`src/rtl/tm_window_sched.sv`:
```
// Round-robin arbiter that lends a single Tm gate generator to NCH channels:
// grant, 1-clk start strobe, follow tm through rise and fall, then pulse done.
module tm_window_sched #(
    parameter int NCH  = 4,
    parameter int CW   = 2,
    parameter int TO_W = 8,
    parameter int TO   = 200
) (
    input  logic           clk,
    input  logic           rst_n,
    input  logic           ce,
    input  logic [NCH-1:0] req,
    input  logic           tm,
    output logic           st,
    output logic [NCH-1:0] gnt,
    output logic [CW-1:0]  ch,
    output logic           busy,
    output logic [NCH-1:0] done,
    output logic           err
);
    typedef enum logic [1:0] {IDLE, WAIT_RISE, WAIT_FALL} state_t;

    localparam logic [TO_W-1:0] TO_LAST = TO_W'(TO - 1);
    localparam logic [CW-1:0]   RR_RST  = CW'(NCH - 1);

    state_t          state_q, state_d;
    logic [NCH-1:0]  gnt_q, gnt_d;
    logic [NCH-1:0]  done_q, done_d;
    logic [CW-1:0]   ch_q, ch_d;
    logic [CW-1:0]   rr_q, rr_d;
    logic            busy_q, busy_d;
    logic            st_q, st_d;
    logic            err_q, err_d;
    logic [TO_W-1:0] to_cnt_q, to_cnt_d;

    logic            pick_vld;
    logic [CW-1:0]   pick_idx;
    logic [CW-1:0]   scan_idx;

    // Scan from the farthest offset down so the nearest requester after rr is written last.
    always_comb begin
        pick_vld = 1'b0;
        pick_idx = '0;
        scan_idx = '0;
        for (int i = NCH; i >= 1; i--) begin
            scan_idx = CW'((int'(rr_q) + i) % NCH);
            if (req[scan_idx]) begin
                pick_vld = 1'b1;
                pick_idx = scan_idx;
            end
        end
    end

    always_comb begin
        state_d  = state_q;
        gnt_d    = gnt_q;
        ch_d     = ch_q;
        rr_d     = rr_q;
        busy_d   = busy_q;
        to_cnt_d = to_cnt_q;
        st_d     = 1'b0;
        done_d   = '0;
        err_d    = 1'b0;
        case (state_q)
            IDLE: begin
                if (pick_vld) begin
                    gnt_d           = '0;
                    gnt_d[pick_idx] = 1'b1;
                    ch_d            = pick_idx;
                    busy_d          = 1'b1;
                    st_d            = 1'b1;
                    to_cnt_d        = '0;
                    state_d         = WAIT_RISE;
                end
            end
            WAIT_RISE: begin
                // A rising tm outranks a timeout landing on the same edge.
                if (tm) begin
                    state_d = WAIT_FALL;
                end else if (ce) begin
                    if (to_cnt_q == TO_LAST) begin
                        done_d[ch_q] = 1'b1;
                        err_d        = 1'b1;
                        gnt_d        = '0;
                        busy_d       = 1'b0;
                        rr_d         = ch_q;
                        state_d      = IDLE;
                    end else begin
                        to_cnt_d = to_cnt_q + 1'b1;
                    end
                end
            end
            WAIT_FALL: begin
                if (!tm) begin
                    done_d[ch_q] = 1'b1;
                    gnt_d        = '0;
                    busy_d       = 1'b0;
                    rr_d         = ch_q;
                    state_d      = IDLE;
                end
            end
            default: state_d = IDLE;
        endcase
    end

    always_ff @(posedge clk) begin
        if (!rst_n) begin
            state_q  <= IDLE;
            gnt_q    <= '0;
            done_q   <= '0;
            ch_q     <= '0;
            rr_q     <= RR_RST;
            busy_q   <= 1'b0;
            st_q     <= 1'b0;
            err_q    <= 1'b0;
            to_cnt_q <= '0;
        end else begin
            state_q  <= state_d;
            gnt_q    <= gnt_d;
            done_q   <= done_d;
            ch_q     <= ch_d;
            rr_q     <= rr_d;
            busy_q   <= busy_d;
            st_q     <= st_d;
            err_q    <= err_d;
            to_cnt_q <= to_cnt_d;
        end
    end

    assign st   = st_q;
    assign gnt  = gnt_q;
    assign ch   = ch_q;
    assign busy = busy_q;
    assign done = done_q;
    assign err  = err_q;

endmodule

```
`config.mk`:
```
export PLATFORM = sky130hd
export DESIGN_NAME = tm_window_sched
export DESIGN_NICKNAME = d
export VERILOG_FILES = /design/src/rtl/tm_window_sched.sv
export SDC_FILE = /design/constraint.sdc
export NUM_CORES = 1
export LEC_CHECK = 0
export ABC_AREA = 1
export CORE_AREA = 2 2 72 74
export DETAILED_ROUTE_END_ITERATION = 6
export DIE_AREA = 0 0 74 76
export PLACE_DENSITY_LB_ADDON = 0.12
export SYNTH_ARGS = -nofsm -noshare
export SYNTH_HDL_FRONTEND = slang
export SYNTH_SLANG_ARGS = --single-unit
```
`constraint.sdc`:
```
create_clock -name clk -period 1.6 [get_ports clk]
set_clock_uncertainty 0.15 [all_clocks]
set_input_delay 0.48 -clock clk [delete_from_list [all_inputs] [get_ports clk]]
set_output_delay 0.48 -clock clk [all_outputs]
set_load 0.005 [all_outputs]
```
==> After elaboration in Yosys (flattened, before gate mapping) <==
Index checks and enable logic that the tools add are counted.
{ "totals": {"n_memories": 0, "mem_bits_rw": 0, "inputBits": 8, "out_inout_bits": 13, "register_bits": 25, "latchBits": 0, "romBits": 0} }
{ "classes": {"n_mux": 55, "eq_ne": 11, "order_cmp": 8, "n_div": 0, "addsub": 5, "n_bitwise": 3, "reduce_logical": 13, "n_mul": 0, "shifts": 0} }
{ "ops": {"columns": ["operator", "n"], "rows": [
  ["4-bit 2-to-1 mux", 9],
  ["8-bit 2-to-1 mux", 4],
  ["2-bit 2-to-1 mux", 13],
  ["2-bit by 3-bit less-than comparator with 1-bit output (second input constant)", 6],
  ["1-bit 2-to-1 mux", 17],
  ["8-bit case mux with 2 select lines", 1],
  ["2-bit != test (second input constant)", 6],
  ["4-bit case mux with 3 select lines", 1],
  ["5-bit AND reduction", 2],
  ["8-bit by 1-bit adder with 8-bit output (second input constant)", 1],
  ["1-bit binary-select mux with 2-bit select", 4],
  ["8-bit == test (second input constant)", 1],
  ["4-bit case mux with 2 select lines", 1],
  ["3-bit != test (second input constant)", 2],
  ["2-bit case mux with 3 select lines", 1],
  ["6-bit AND reduction", 1],
  ["2-bit by 1-bit adder with 2-bit output (second input constant)", 2],
  ["2-bit adder (second input constant)", 2],
  ["1-bit demux with 2-bit select", 2],
  ["2-bit by 1-bit >= comparator with 1-bit output (second input constant)", 2],
  ["2-bit case mux with 2 select lines", 1],
  ["2-bit AND reduction", 2],
  ["4-bit AND reduction", 1],
  ["2-bit nonzero test", 2],
  ["8 further kinds", 11]
]} }

==> Depth between registers and ports, before layout <==
Gate-level depths: netlist of the first run.
{ "depth": {"word_depth": 13, "depth_mapped": 14, "depth_no_buf": 14} }

==> Worst setup path after synthesis of the first run <==
OpenSTA, ideal clock, no wires.
{ "synth_path": {"path_kind": "register to register", "startpoint": "register state_q[1]", "endpoint": "register gnt_q[0], in the netlist gnt[0]", "slack_ps": -122, "synth_period_minus_slack_ps": 1722, "setup_time_ps": 71, "arrival_time_ps": 1502, "required_time_ps": 1379, "stages_incl_launch_ff": 12, "path_cell_list": "dfxtp_1 > inv_1 > ha_1 > inv_1 > a21oi_1 > a21oi_1 > nand2_1 > nand2_1 > nand3_2 > nor2_1 > nand2_1 > a21oi_1"} }
{ "synth_between": {"elab_chain_cells": 3} }
{ "synth_rtl": {"columns": ["item", "line", "source"], "rows": [
  ["from (decl)", "26", "state_t state_q, state_d;"],
  ["from (signal assigned)", "118", "state_q <= state_d;"],
  ["2-bit by 1-bit == test with 1-bit output (tied with other cells)", "64", "case (state_q)"],
  ["2-bit != test (no line) / 3-bit nonzero test (equally long branches)", null, null],
  ["6-bit AND reduction (no line)", null, null],
  ["to (signal assigned)", "119", "gnt_q <= gnt_d;"],
  ["to (decl)", "27", "logic [NCH-1:0] gnt_q, gnt_d;"]
]} }
Several ways; a longest one is shown, not always the timed one.
A chain may end at the register's enable or synchronous reset.

==> Final worst setup path of the first run <==
{ "layout_path": {"startpoint": "register rr_q[0]", "endpoint": "register gnt_q[3], in the netlist gnt[3]"} }
{ "layout_between": {"elab_chain_cells": 13} }
{ "layout_rtl": {"columns": ["item", "line", "source"], "rows": [
  ["from (decl)", "30", "logic [CW-1:0] rr_q, rr_d;"],
  ["from (signal assigned)", "122", "rr_q <= rr_d;"],
  ["2-bit by 1-bit adder with 2-bit output", "46", "scan_idx = CW'((int'(rr_q) + i) % NCH);"],
  ["1-bit binary-select mux with 2-bit select", "47", "if (req[scan_idx]) begin"],
  ["1-bit 2-to-1 mux (implied by the code)", "47", null],
  ["2-bit 2-to-1 mux (4 in series)", "47", null],
  ["2-bit by 3-bit less-than comparator with 1-bit output (implied by the code) / 2-bit by 1-bit >= comparator with 1-bit output (equally long branches)", "68", "gnt_d[pick_idx] = 1'b1;"],
  ["1-bit logical AND (implied by the code)", "68", null],
  ["1-bit 2-to-1 mux (implied by the code)", "68", null],
  ["1-bit demux with 2-bit select", "68", null],
  ["4-bit 2-to-1 mux", "66", "if (pick_vld) begin"],
  ["4-bit case mux with 3 select lines", "64", null]
]} }
Several ways; a longest one is shown, not always the timed one. The select of a mux whose other input is x is not followed.

==> impl_results.md, run 1 <==
* Status: finished with violations
* Failing checks: negative setup slack
* Setup violators final at 11
* Synth Cell Area at 0.00140 mm2
* Seq cells post-synth at 25
* Antenna Nets Post-Route at 0
* Routed WL at 3690 um
* Area growth, synth to finish at 64.5%
* GRT Total Usage at 14.3%
* DP Area at 0.00199 mm2
* Cts hold-fix bufs at 0
* Core area at 0.00491 mm2
* Clock buffer depth at 2
* Period utilisation layout at 105%
* Worst Reg2Reg Path Length in Cells at 11
* Fin util at 47.0%
* TritonCTS Buffers at 3
* Final hold violation count at 0
* Max-slew violations at 0
* Crit Path Class: flip-flop to flip-flop
* Core Rows at 26
* Clock transition at path regs at 0.09 ns
* Die footprint at 0.00562 mm2
* Nets at 291
* Synth area leaders: dfxtp_1 36%, nand2_1 17%, inv_1 7.5%
* Pwr/cell area at 1800 mW/mm2
* Worst Hold Class: flip-flop to flip-flop
* Width of the die at 74 um
* Max_slew headroom at 84.1%
* Syn nets at 226
* Levels on crit path at 11
* Worst-Margin Slew at 0.237 ns
* Grt ovf at 0
* Post-synth cell types at 25
* Post-Place Cells at 338
* Pin count of the biggest net entering global routing at 15
* Setup WS post-layout at -0.0822 ns
* VDD IR max at 0.750 mV
* Initial antenna violation count at 0
* Vias in the first global route at 1414
* Worst-path cell chain: inv_8 -> nand2_2 -> nand2_4 -> nand2_4 -> nand2_4 -> nor2_4 -> nand3_4 -> nand4_1 -> nor2_1 -> nor2_1 -> nor2_1
* Post-synth top area share at 35.7%
* Via count at 1520
* Routed met2 length at 1710 um
* Initial core utilization at 28.6%
* Chip Height at 76 um
* Vias per inst at 4.38
* Crit start category: flip-flop
* Gpl congestion at 0.784
* Io pins at 21
* Root buffer cell: clkbuf_8
* Synth warn at 0
* Met1 wire length at 1830 um
* # clock sinks at 25
* Register area share after synthesis at 35.7%
* First-pass GRT wire length at 6340 um
* DP Wirelength at 2700 um
* I/O Buffers at 20
* Critical path's largest stage delay at 0.43 ns
* Layout cells sized above 1 at 45.1%
* Mean Syn Cell Area at 6.59 um2
* Final instance area at 0.00231 mm2
* Max cap viols at 0
* WHS Path Cells at 2
* WL/cell at 10.6 um
* Clk_lat worst skew at 0.28 ns
* Fin cells at 347
* Most frequent cells in the layout: 40 x nand2_1, 40 x buf_4, 24 x nand2_2
* Top delay family on crit path: simple AND/OR/NAND/NOR gates
* Highest metal layer with signal wires: met4
* CTS H-tree depth at 1
* Synth area leader: dfxtp_1
* CP Max Fanout at 8
* WP data required at 1.63 ns
* Highest-delay cell along the critical path: dfxtp_4
* RSZ-0062 raised after global routing: yes
* Synth Instances at 213
* Remaining DRCs at 0
* Number of DRC markers in iteration 0 at 50
* Lkg Pwr at 1.10 nW
* Fmax at 594 MHz
* CP arrival at 1.71 ns
* Min cycle time layout at 1.68 ns
* CTS tree: done
* WL met3 at 92 um
* Pre-antenna DRT Iters at 4
* Crit path buffers/inverters at 1
* Diodes inserted at 0
* Crit end category: flip-flop
[registers in the layout, summed over array words and instances, names as in the netlist]
name / count
busy: 1
ch: 2
done: 4
err: 1
gnt: 4
rr_q: 2
st: 1
state_q: 2
to_cnt_q: 8
[Yosys cell counts]
cell,count
nor3_1,2
nor3b_1,1
nand2_1,62
xnor2_1,1
a21oi_1,16
o21ai_0,4
nand3b_1,2
inv_4,1
clkbuf_1,1
a211oi_1,1
nand3_4,1
nand4_1,6
inv_2,2
dfxtp_1,25
nand2_4,1
nor2_2,1
inv_1,28
o211ai_1,3
nand2_2,9
nand3_1,12
nand3_2,1
nor2_1,26
ha_1,5
xor2_1,1
a21oi_2,1
[per-layer routing]
layer / GRT usage [%] / vias to the layer above
met5: 0 / -
met4: 4.91 / 0
met3: 2.65 / 5
met2: 21.3 / 17
met1: 20.6 / 695
li1: - / 803
[area by class of cell]
type | count | area [um2]
clock buffer | 3 | 41.3
clock inverter | 1 | 5.00
fill | 501 | 2600
inverter | 31 | 134
multi-input combinational | 156 | 1040
sequential | 25 | 518
tap | 70 | 87.6
timing repair buffer | 61 | 487
[logic make-up after synthesis]
logic type      synth area share, %
compound gates                 9.89
xor+xnor                       1.25
fa+ha+maj                      4.46
buf+inv                        8.73
flops                          35.7
simple gates                   40.0
[path summary, 6_finish.rpt]
path	start	to	slack, ns
hold reg to reg	gnt[0]	gnt[0]	0.31
setup / recovery	rr_q[0]	gnt[3]	-0.08
hold / removal	gnt[0]	gnt[0]	0.31
setup reg to reg	rr_q[0]	gnt[3]	-0.08
[report_power, final]
| group | total, mW | internal, mW | switching (mW) |
|---|---|---|---|
| clock network | 0.394 | 0.175 | 0.219 |
| registers | 0.895 | 0.782 | 0.114 |
| logic | 2.88 | 1.21 | 1.66 |
| total | 4.17 | 2.17 | 2.00 |
[per-stage QoR]
stage	power, mW	hold WS [ns]	setup TNS (ns)	setup WS (ns)
2_1_floorplan	2.27	0.301	-0.00307	-0.00307
3_3_place_gp	3.12	0.308	-10.95	-0.577
3_5_place_dp	3.12	0.309	-11.39	-0.603
4_1_cts	3.91	0.317	-0.513	-0.144
5_1_grt	4.57	0.333	-2.05	-0.184
6_report	4.17	0.312	-0.340	-0.0822
[timing repair]
| action | in CTS | in global routing |
|---|---|---|
| pin swaps | 24 | 21 |
| setup buffers | 5 | 0 |
| resized for setup | 69 | 37 |
| setup endpoints to repair | 33 | 24 |
| hold endpoints to repair | 0 | 0 |
[worst register-to-register path, cell delays in order, from the launching register on]
cell,delay (ns)
dfxtp_4,0.43
inv_8,0.06
nand2_2,0.08
nand2_4,0.06
nand2_4,0.07
nand2_4,0.06
nor2_4,0.13
nand3_4,0.14
nand4_1,0.21
nor2_1,0.06
nor2_1,0.08
nor2_1,0.04
Note: power is estimated with default switching activity, not from simulation.
==> inputs of run 2 (changes only) <==
- ABC_AREA: 1 -> unset
- CORE_AREA: 2 2 72 74 -> 2 2 68 70
- DIE_AREA: 0 0 74 76 -> 0 0 70 72
==> impl_results.md, run 2 <==
* Status: finished with violations
* Failing checks: negative setup slack
* CTS tree: done
* Worst Reg2Reg Path Length in Cells at 8 (-3)
* Crit Path Class: flip-flop to flip-flop
* Synth area leaders: dfxtp_1 40%, nor2_1 5.0%, ha_1 5.0%
* DP Wirelength at 2540 um (-6.0%)
* Synth Cell Area at 0.00126 mm2 (-10%)
* Register area share after synthesis at 39.6% (+4.0 points)
* Synth Instances at 141 (-34%)
* Period utilisation layout at 124% (+19 points)
* First-pass GRT wire length at 6200 um (-2.3%)
* Critical R2R Launch: state_q[1]
* VDD IR max at 0.413 mV (-45%)
* Seq cells post-synth at 25 (unchanged)
* Crit start category: flip-flop
* Worst-path cell chain: inv_2 -> ha_4 -> or2b_4 -> a311oi_4 -> o21ai_4 -> buf_6 -> or3b_4 -> a21oi_2
* Clock transition at path regs at 0.10 ns (about the same)
* Fmax at 503 MHz (-15%)
* Routed WL at 3820 um (+3.7%)
* Max_slew headroom at 73.8% (-10 points)
* # clock sinks at 25 (unchanged)
* Synth Flop Type: dfxtp_1
* Clock buffer depth at 2 (unchanged)
* Fin cells at 269 (-22%)
* Post-synth cell types at 47 (+88%)
* Io pins at 21 (unchanged)
* Clk_lat worst skew at 0.27 ns (about the same)
* Gpl congestion at 0.801 (+2.1%)
* WL/cell at 14.2 um (+34%)
* Max cap viols at 0 (unchanged)
* Width of the die at 70 um (-5.4%)
* Remaining DRCs at 0 (unchanged)
* Worst Hold Class: flip-flop to flip-flop
* Asr flop ratio synth at 0% (unchanged)
* Min cycle time layout at 1.99 ns (+0.305 ns)
* Setup WS post-layout at -0.388 ns (-0.305 ns)
* Reg-to-reg critical path endpoint: to_cnt_q[0]
* Synth warn at 0 (unchanged)
* Mean Syn Cell Area at 8.96 um2 (+36%)
* Syn nets at 154 (-32%)
* Most frequent cells in the layout: 45 x buf_4, 15 x dfxtp_1, 14 x nor2_1, 14 x dlygate4sd2_1, 11 x buf_6
* GRT Total Usage at 14.9% (+0.55 points)
* Die footprint at 0.00504 mm2 (-10%)
* Root buffer cell: clkbuf_8
* I/O Buffers at 20 (unchanged)
* Final instance area at 0.00229 mm2 (-1.0%)
* Worst-Margin Slew at 0.393 ns (+0.155 ns)
* Initial core utilization at 29.6% (+1.1 points)
* Nets at 231 (-21%)
* Initial antenna violation count at 0 (unchanged)
* Diodes inserted at 0 (unchanged)
* Layout cells sized above 1 at 57.1% (+12 points)
* Pwr/cell area at 779 mW/mm2 (-57%)
* Core area at 0.00426 mm2 (-13%)
* Max reg flops at 8 (unchanged)
* Most common cell after layout, fill and taps aside: buf_4
* CTS H-tree depth at 1 (unchanged)
* Filler cells at 380 (-24%)
* RSZ-0062 raised after global routing: yes
* WP data required at 1.66 ns (+0.03 ns)
* Pin count of the biggest net entering global routing at 14 (-1)
* CP arrival at 2.04 ns (+0.33 ns)
* Lkg Pwr at 0.920 nW (-16%)
* Biggest register: to_cnt_q
* Register-to-Register Setup Slack at -0.39 ns (-0.31 ns)
* Synth area leader: dfxtp_1
* Antenna Nets Post-Route at 0 (unchanged)
* Grt ovf at 0 (unchanged)
* Final hold violation count at 0 (unchanged)
* Critical path startpoint: state_q[1]
* Core Rows at 24 (-7.7%)
* Number of DRC markers in iteration 0 at 29 (-42%)
* Pre-antenna DRT Iters at 4 (unchanged)
* Via count at 1328 (-13%)
* Highest-delay cell along the critical path: or3b_4
* Worst setup endpoint: to_cnt_q[0]
* Cts hold-fix bufs at 0 (unchanged)
* Fin util at 53.6% (+6.6 points)
* CP Max Fanout at 5 (-3)
* Setup violators final at 20 (+9)
* Max-slew violations at 0 (unchanged)
* TritonCTS Buffers at 3 (unchanged)
* Post-synth top area share at 39.6% (+4.0 points)
* Most common library cells after synthesis: 25 x dfxtp_1, 17 x nor2_1, 13 x nand2_1, 7 x o21ai_0
* Vias in the first global route at 1373 (-2.9%)
* Area growth, synth to finish at 80.9%
* Critical path's largest stage delay at 0.36 ns (-0.07 ns)
* Count leader, synth: dfxtp_1
* Crit end category: flip-flop
* Post-Place Cells at 250 (-26%)
* DP Area at 0.00186 mm2 (-6.4%)
* Vias per inst at 4.94 (+13%)
* Chip Height at 72 um (-5.3%)
* Number of flops mapped to enable cells by yosys at 0 (unchanged)
* Place WS at -0.804 ns (-0.201 ns)
## run 2: critical path: cells and delay by family, from the launching register on
family                     cells  cell delay, ns
AOI/OAI and AO/OA              3            0.48
DFF                            1            0.34
buffers and inverters          2            0.19
and+or+nand+nor                2            0.64
adders and majority gates      1            0.12
## run 2: layer usage
metal / track usage (%) / up-vias / wire, um
li1: - / 672 / -
met1: 18.7 / 636 / 1750
met2: 27.8 / 18 / 1970
met3: 1.81 / 2 / 88
met4: 2.56 / 0 / 17
met5: 0 / - / 0
## run 2: timing repair
action	4_1_cts	5_1_grt
pin swaps	21	27
setup buffers	18	7
gates resized for setup	72	39
setup endpoints to repair	37	23
## run 2: metrics by stage
step                hold WS, ns  total power [mW]  setup TNS [ns]
floorplan                 0.297             0.945           -2.04
global placement          0.311              1.20          -15.84
detailed placement        0.320              1.20          -16.26
CTS                       0.326              1.71           -4.22
global route              0.355              1.89           -5.54
finish                    0.337              1.78           -3.75
## run 2: worst min path at each step
stage	start	endpoint	slack (ns)	cells past startpoint
floorplan	to_cnt_q[1]	to_cnt_q[1]	0.30	2
global placement	gnt[2]	gnt[2]	0.31	2
detailed placement	gnt[3]	gnt[3]	0.32	2
CTS	gnt[3]	gnt[3]	0.33	2
global route	gnt[3]	gnt[3]	0.35	2
finish	gnt[3]	gnt[3]	0.34	2
## run 2: power breakdown
| group | switching (mW) | total [mW] | internal (mW) |
|---|---|---|---|
| Sequential | 0.0244 | 0.688 | 0.664 |
| Combinational | 0.319 | 0.704 | 0.384 |
| Clock | 0.210 | 0.388 | 0.178 |
| Total | 0.554 | 1.78 | 1.23 |
## run 2: layout make-up
cell class | count | area, um2 | share of cell area, %
well taps | 52 | 65.1 | 2.85
inverters | 6 | 27.5 | 1.20
multi-input cells | 108 | 1020 | 44.8
repair buffers | 74 | 609 | 26.7
clock buffers | 4 | 45.0 | 1.97
flip-flops and latches | 25 | 515 | 22.6
## run 2: cell families after synthesis
family          Yosys count  share of synthesized area [%]
flops                    25                           39.6
simple gates             60                           26.0
buf+inv                   8                           2.47
xor+xnor                  4                           2.77
compound gates           33                           19.4
mux                       6                           4.75
fa+ha+maj                 5                           4.95
==> inputs of run 3 (changes only) <==
- GPL_TIMING_DRIVEN: unset -> 0
==> impl_results.md, run 3 (synthesized netlist as in run 2, its figures left out) <==
* Biggest register: to_cnt_q
* Gpl congestion at 0.851 (+6.3%)
* CTS H-tree depth at 1 (unchanged)
* Initial antenna violation count at 0 (unchanged)
* # clock sinks at 25 (unchanged)
* Place WS at -1.04 ns (-0.239 ns)
* WP data required at 1.66 ns (about the same)
* Final instance area at 0.00203 mm2 (-11%)
* DP Area at 0.00158 mm2 (-15%)
* DP Wirelength at 2210 um (-13%)
* CP Max Fanout at 6 (+1)
* CP arrival at 2.04 ns (about the same)
* CTS tree: done
* Remaining DRCs at 0 (unchanged)
* Pwr/cell area at 806 mW/mm2 (+3.5%)
* Fmax at 506 MHz (+0.61%)
* RSZ-0062 raised after global routing: yes
* WL/cell at 14.7 um (+3.4%)
* GRT Total Usage at 14.2% (-0.64 points)
* Min cycle time layout at 1.98 ns (-0.0121 ns)
* Vias in the first global route at 1226 (-11%)
* Clock transition at path regs at 0.09 ns (about the same)
* Period utilisation layout at 123% (-0.76 points)
* I/O Buffers at 20 (unchanged)
* Core Rows at 24 (unchanged)
* Clk_lat worst skew at 0.27 ns (about the same)
* Root buffer cell: clkbuf_8
* Setup WS post-layout at -0.376 ns (+0.0121 ns)
* Max_slew headroom at 76.6% (+2.8 points)
* VDD IR max at 0.609 mV (+47%)
* Worst Hold Class: flip-flop to flip-flop
* Routed WL at 3530 um (-7.8%)
* Initial core utilization at 29.6% (unchanged)
* Most common cell after layout, fill and taps aside: buf_4
* Area growth, synth to finish at 61.0%
* Chip Height at 72 um (unchanged)
* Grt ovf at 0 (unchanged)
* Width of the die at 70 um (unchanged)
* Crit end category: flip-flop
* Die footprint at 0.00504 mm2 (unchanged)
* Status: finished with violations
* TritonCTS Buffers at 3 (unchanged)
* Number of DRC markers in iteration 0 at 36 (+24%)
* Antenna Nets Post-Route at 0 (unchanged)
* Pin count of the biggest net entering global routing at 16 (+2)
* Crit start category: flip-flop
* Failing checks: negative setup slack
* Pre-antenna DRT Iters at 4 (unchanged)
* Worst-Margin Slew at 0.351 ns (-0.0412 ns)
* First-pass GRT wire length at 5820 um (-6.1%)
* Diodes inserted at 0 (unchanged)
* Nets at 202 (-13%)
* Core area at 0.00426 mm2 (unchanged)
* Max-slew violations at 0 (unchanged)
* Most frequent cells in the layout: 19 x buf_4, 14 x nor2_1, 14 x dfxtp_1, 14 x dlygate4sd2_1, 10 x nand2_1
* Max cap viols at 0 (unchanged)
* Final hold violation count at 0 (unchanged)
* Max reg flops at 8 (unchanged)
* Vias per inst at 5.13 (+3.9%)
* Lkg Pwr at 0.775 nW (-16%)
* Via count at 1231 (-7.3%)
* Fin util at 47.7% (-5.9 points)
* Crit Path Class: flip-flop to flip-flop
* Clock buffer depth at 2 (unchanged)
* Io pins at 21 (unchanged)
* Layout cells sized above 1 at 48.9% (-8.2 points)
* Setup violators final at 21 (+5.0%)
run 3: cell count changes in the layout (fill, tap and decap cells not counted), sizes merged:
cell and delta:
clkdlybuf4s15 +2, clkbuf +1, clkinvlp +1, buf -33
run 3: worst max-delay path: stages, from the launching register on:
cell and delay [ns]:
dfxtp_2 0.33, inv_2 0.07, ha_4 0.12, or2b_4 0.29, a311oi_4 0.30, o21ai_4 0.11
or4_4 0.43, a21oi_2 0.12
run 3: where the power goes:
group	internal [mW]	switching [mW]	total (mW)
Combinational	0.285	0.276	0.562
Sequential	0.662	0.0298	0.691
Clock	0.177	0.211	0.387
run 3: metal layers:
metal | track usage, % | share of wire (%) | up-vias
met5 | 0 | 0 | -
met4 | 3.85 | 1.1 | 0
met3 | 3.61 | 3.7 | 4
met2 | 23.6 | 49 | 24
met1 | 18.6 | 47 | 591
li1 | - | - | 612
run 3: final cells by class:
type                    instances  area (um2)
multi-input cells             108         996
plain buffers                   2        12.5
fillers                       434        2230
inverters                       6        22.5
clock inverters                 1        7.51
repair buffers                 43         365
clock buffers                   3        41.3
flip-flops and latches         25         524
well taps                      52        65.1
run 3: final timing paths:
check | from | to | slack, ns | depth (start not counted)
max | state_q[1] | to_cnt_q[7] | -0.38 | 7
min | ch[1] | done[1] | 0.34 | 1
max reg2reg | state_q[1] | to_cnt_q[7] | -0.38 | 7
min reg2reg | ch[1] | done[1] | 0.34 | 1
run 3: what timing repair did:
action / CTS / global route
gates resized for setup: 58 / 38
hold buffers: 0 / 0
endpoints found under the setup margin: 38 / 25
pin swaps: 17 / 20
buffers inserted: 18 / 10
run 3: per-stage QoR:
step	power [mW]	setup TNS (ns)	cells	hold slack (ns)
2_1_floorplan	0.945	-2.04	141	0.297
3_3_place_gp	1.08	-18.86	213	0.308
3_5_place_dp	1.08	-19.02	213	0.317
4_1_cts	1.55	-4.30	233	0.343
5_1_grt	1.75	-7.12	240	0.364
6_report	1.64	-4.97	240	0.341
